--- config.mk ---
export PLATFORM = sky130hd
export DESIGN_NAME = arbiter_mux2ne1
export DESIGN_NICKNAME = d
export VERILOG_FILES = /design/src/rtl/arbiter_mux2ne1.sv
export SDC_FILE = /design/constraint.sdc
export NUM_CORES = 1
export LEC_CHECK = 0
export ABC_AREA = 1
export CORE_MARGIN = 10
export CORE_UTILIZATION = 39
export DETAILED_ROUTE_END_ITERATION = 7
export PLACE_DENSITY = 0.95
export SYNTH_ARGS = -nofsm -noshare
export SYNTH_HDL_FRONTEND = slang
export SYNTH_SLANG_ARGS = --single-unit
export TNS_END_PERCENT = 1
--- constraint.sdc ---
create_clock -name clk -period 3 [get_ports clk]
set_input_delay 0.75 -clock clk [delete_from_list [all_inputs] [get_ports clk]]
set_output_delay 0.75 -clock clk [all_outputs]
set_load 0.01 [all_outputs]
--- src/rtl/arbiter_mux2ne1.sv ---
// Two-requester round-robin arbiter with a registered 2:1 data mux. Accept at N, out_valid at N+1.
// Optional grant locking is enabled by defining ARB_LOCK_EN. Readies are held low while the output is stalled.
module arbiter_mux2ne1 #(
    parameter int W        = 24,
    parameter int MAX_LOCK = 8
) (
    input  logic         clk,
    input  logic         rst,
    input  logic         in0_valid,
    output logic         in0_ready,
    input  logic [W-1:0] in0_data,
    input  logic         in1_valid,
    output logic         in1_ready,
    input  logic [W-1:0] in1_data,
`ifdef ARB_LOCK_EN
    input  logic         in0_lock,
    input  logic         in1_lock,
`endif
    output logic         out_valid,
    input  logic         out_ready,
    output logic [W-1:0] out_data,
    output logic         out_src
);

    typedef enum logic [1:0] {IDLE, FULL, LOCKED} state_t;

    if (MAX_LOCK < 1 || MAX_LOCK > 255) begin : g_bad_max_lock
        $error("MAX_LOCK out of range 1..255");
    end

    state_t       state;
    logic         last;
    logic [W-1:0] data_q;
    logic         src_q;
    logic         free;
    logic         gnt_vld;
    logic         gnt;
    logic         accept;

`ifdef ARB_LOCK_EN
    logic         lock_act;
    logic         lock_own;
    logic [7:0]   lock_cnt;
    logic [8:0]   cnt_nxt;
    logic         sel_lock;

    assign cnt_nxt  = {1'b0, lock_cnt} + 9'd1;
    assign sel_lock = gnt ? in1_lock : in0_lock;
`endif

    assign out_valid = (state != IDLE);
    assign out_data  = data_q;
    assign out_src   = src_q;
    assign free      = ~out_valid | out_ready;

    always_comb begin
        gnt_vld = 1'b0;
        gnt     = 1'b0;
`ifdef ARB_LOCK_EN
        if (lock_act) begin
            // While locked, the owner alone may be granted, even when it goes idle.
            gnt_vld = lock_own ? in1_valid : in0_valid;
            gnt     = lock_own;
        end else
`endif
        if (in0_valid && in1_valid) begin
            gnt_vld = 1'b1;
            gnt     = ~last;
        end else if (in0_valid) begin
            gnt_vld = 1'b1;
            gnt     = 1'b0;
        end else if (in1_valid) begin
            gnt_vld = 1'b1;
            gnt     = 1'b1;
        end
    end

    assign accept    = ~rst & free & gnt_vld;
    assign in0_ready = accept & ~gnt;
    assign in1_ready = accept & gnt;

    always_ff @(posedge clk) begin
        if (rst) begin
            state  <= IDLE;
            last   <= 1'b1;
            data_q <= '0;
            src_q  <= 1'b0;
`ifdef ARB_LOCK_EN
            lock_act <= 1'b0;
            lock_own <= 1'b0;
            lock_cnt <= '0;
`endif
        end else if (accept) begin
            data_q <= gnt ? in1_data : in0_data;
            src_q  <= gnt;
            last   <= gnt;
            state  <= FULL;
`ifdef ARB_LOCK_EN
            if (sel_lock && (cnt_nxt < 9'(MAX_LOCK))) begin
                lock_act <= 1'b1;
                lock_own <= gnt;
                lock_cnt <= cnt_nxt[7:0];
                state    <= LOCKED;
            end else begin
                // Lock dropped or beat budget exhausted: this beat still goes out.
                lock_act <= 1'b0;
                lock_cnt <= '0;
            end
`endif
        end else if (free) begin
            state <= IDLE;
        end
    end

endmodule

# Yosys cells after proc, flatten, opt, wreduce, memory -nomap -nowiden
# Cells that the tools add are included.
[word_totals] out_inout_bits=28 romBits=0 latchBits=0 mem_bits_rw=0 register_bits=27 mem_count=0
[op_classes] shifts=0 n_mul=0 eq_ne=0 bitwise=9 n_mux=8 n_lt_le_gt_ge=0 reduce_logical=2 n_div=0 n_addsub=0
[op_table] op="24-bit two-way mux" n=1
[op_table] op="1-bit two-way mux" n=7
[op_table] op="1-bit bitwise AND" n=4
[op_table] op="1-bit NOT" n=4
[op_table] op="2-bit nonzero test" n=1
[op_table] op="1-bit logical AND" n=1
[op_table] op="1-bit OR" n=1

# Depth between registers and ports, before layout
[logic_depth] ltp_word=5 mapped_depth=8 ltp_nobuf=7

# Worst setup path before layout
# No wires, ideal clock.
[synth_path] kind="input port to output port" from="input in0_valid" to="output in0_ready" required_time_ns=2.250 stages=5 arrival_ns=1.366 setup_slack_ns=0.884 cell_sequence="nand2_1 > nand2_2 > inv_2 > buf_2 > nor2_1"
[synth_between] elab_chain_len=4
[synth_lines] element="from (decl)" line_no="9" source="input logic in0_valid,"
[synth_lines] element="1-bit two-way mux or 1-bit logical AND (tied branches)" line_no="69, 66"
[synth_lines] element="1-bit two-way mux" line_no="66" source="if (in0_valid && in1_valid) begin"
[synth_lines] element="1-bit bitwise AND or 1-bit NOT (tied branches)" line_no="78, 79"
[synth_lines] element="1-bit bitwise AND *" line_no="79" source="assign in0_ready = accept & ~gnt;"
[synth_lines] element="to (decl)" line_no="10" source="output logic in0_ready,"
# Every way passes the cells marked *; elsewhere a longest branch is shown, timed or not.

# Worst setup path in the final report
[layout_path] from="input in1_valid" to="output in0_ready"
[layout_between] elab_chain_len=5
[layout_lines] element="from (decl)" line_no="12" source="input logic in1_valid,"
[layout_lines] element="1-bit two-way mux" line_no="72" source="end else if (in1_valid) begin"
[layout_lines] element="1-bit two-way mux" line_no="69" source="end else if (in0_valid) begin"
[layout_lines] element="1-bit two-way mux" line_no="66"
[layout_lines] element="1-bit bitwise AND or 1-bit NOT (tied branches)" line_no="78, 79"
[layout_lines] element="1-bit bitwise AND *" line_no="79"
# Marked as above.

==> impl_metrics.ini <==
[worst_setup_path]
start_kind = input pin
critPathKind = in2out
cp.arrival_ns = 2.18
end_kind = primary output
cp_max_fo = 3
critical_path_required_ns = 2.25

[sta]
rsz0062_at_grt = no
slew_headroom_pct = 61.3
fmaxAchievable_ghz = 0.342
setup_viol = 0
final_max_slew_viol_count = 0
layout_min_cycle_time_ns = 2.93
finalHoldViolations = 0
finClkSkew_ns = 0.0114
tightestPinTransition_ns = 0.579
fin_crit_sh_pct = 97.6
fin_setup_tns_ns = 0

[synthesis]
ys_warn_count = 0
synth_top_family_by_area = simple AND/OR/NAND/NOR gates
avgSynthCellArea_sq_um = 6.36
synth-compound-area-share_pct = 0.775
netlist_area_sq_mm = 0.00129
yosys.cell_types.count = 16
yosys_register_bits = 27
synth_area_leaders = dfxtp_1 42%, nand2_1 35%, nand3_1 11%
yosysTopAreaCell = dfxtp_1
synth_nets = 256
synthSimpleGateAreaFrac_pct = 50.4
synth_fa_ha_area_share_pct = 0
ys_seq_area_share_pct = 41.9
synth_xor_xnor_area_share_pct = 0
netlist_instances = 203
muxShareOfSynthArea_pct = 0
synth_top_area_share_pct = 41.9

[placement]
portBuffers = 80
postPlaceCellArea_sq_mm = 0.00215
gp_congestion = 0.747
place_inst = 326
dp_hpwl_um = 3470

[finish]
instances_no_fill = 330
fin_area_sq_mm = 0.00218
mostFrequentLayoutCell = nand2_1
layout-drive-gt1-share_pct = 6.29
final_cell_mix = 121 x nand2_1, 79 x clkdlybuf4s50_1, 29 x nand3_1, 27 x dfxtp_1, 9 x buf_4
fill_cells = 280
n_antenna_cell = 0
synthToLayoutAreaGrowth_pct = 69.1
finalNetCount = 340

[grt]
grt_max_degree = 27
grt_pass1_vias = 1410
grt_antenna_before_repair = 0
grt_pass1_wl_um = 7000
grt_use_total_pct = 13.9
grt_overflow = 0

[detailed_routing]
num_vias = 1521
postRouteAntennaNets = 0
firstDrtPassIters = 5
drt-total-wl_um = 4370
wire_per_inst_um = 13.2
drc = 0
viasPerCell = 4.61
dr.first_iter.drc_count = 119

[die]
core_sq_mm = 0.00310
ios = 81
die_h_um = 77.5
start_util_pct = 41.6
dieArea_sq_mm = 0.00601
die_width_um = 77.5
rows = 20

[cts]
cts_tree = done
cts.sinks = 27
cts_max_level = 1
clk_pin_slew_ns = 0.15
worst_skew_pair.late_latency_ns = 0.31
cts_made_buffers = 3
ctsHoldBuffers = 0
cts_buffer_depth = 2
clockRootBuffer = clkbuf_4

[power_and_ir_drop]
cellLeakagePower_nw = 1.09
finalPower_mw = 0.855
ir_worst_vdd_mv = 0.217
p_per_area_mw_per_mm2 = 392

[run]
max_cap_violations = 0

[outcome]
status = finished, final reports clean

[hold_path]
hold_class = reg2reg
-- path summary, 6_finish.rpt --
| check | startpoint | end | slack [ns] | cells past startpoint |
|---|---|---|---|---|
| setup / recovery | in1_valid | in0_ready | 0.07 | 5 |
| hold / removal | out_data[18] | out_data[18] | 0.47 | 2 |
| setup reg to reg | state[0] | out_data[15] | 1.48 | 7 |
| hold reg to reg | out_data[18] | out_data[18] | 0.47 | 2 |
-- metal layers --
metal  wire, um  share of wire [%]  GRT usage [%]
met1       1710                 39           15.2
met4         15               0.34           2.19
met2       2310                 53           25.8
met3        334                7.6           4.72
met5          0                  0              0
-- through the flow --
step                util (%)  setup WS (ns)  hold slack (ns)
global placement        69.4         0.0973            0.451
floorplan                  -          0.884            0.429
global route            70.4         0.0325            0.494
finish                  70.4         0.0729            0.474
CTS                     70.3         0.0662            0.476
detailed placement      69.4         0.0628            0.457
-- synthesized netlist by cell type, drive strengths merged --
master / instances
nand2: 122
nand3: 29
dfxtp: 27
buf: 9
inv: 8
nor2: 4
a21oi: 1
clkbuf: 1
nand3b: 1
o21ai: 1
-- worst max-delay path, stage by stage --
cell,delay [ns]
clkdlybuf4s50_1,0.53
nor2_2,0.07
nand3b_4,0.15
nor2_1,0.11
clkdlybuf4s50_1,0.56
-- registers in the layout, indices dropped and copies added, names as in the netlist --
register / cells
out_data: 24
last: 1
out_src: 1
state: 1
-- timing repair --
| item | CTS | global route |
|---|---|---|
| resized for setup | 0 | 1 |
| setup buffers | 0 | 0 |
| setup endpoints to repair | 0 | 1 |
-- kinds of logic after synthesis --
logic type / Yosys count
simple gates: 156
compound gates: 2
flops: 27
buf+inv: 18
-- final cells by class --
type                    count  area (sq um)  area share (%)
inverters                   8          30.0            1.38
flip-flops and latches     27           541            24.8
repair buffers             89           871            39.9
clock buffers               4          26.3            1.20
well taps                  44          55.1            2.52
multi-input cells         158           661            30.3
-- power breakdown --
| part | total [mW] | internal [mW] | switching [mW] |
|---|---|---|---|
| sequential | 0.414 | 0.396 | 0.0182 |
| combinational | 0.287 | 0.164 | 0.123 |
| clock | 0.154 | 0.0518 | 0.102 |
Note: power is estimated with default switching activity, not from simulation.
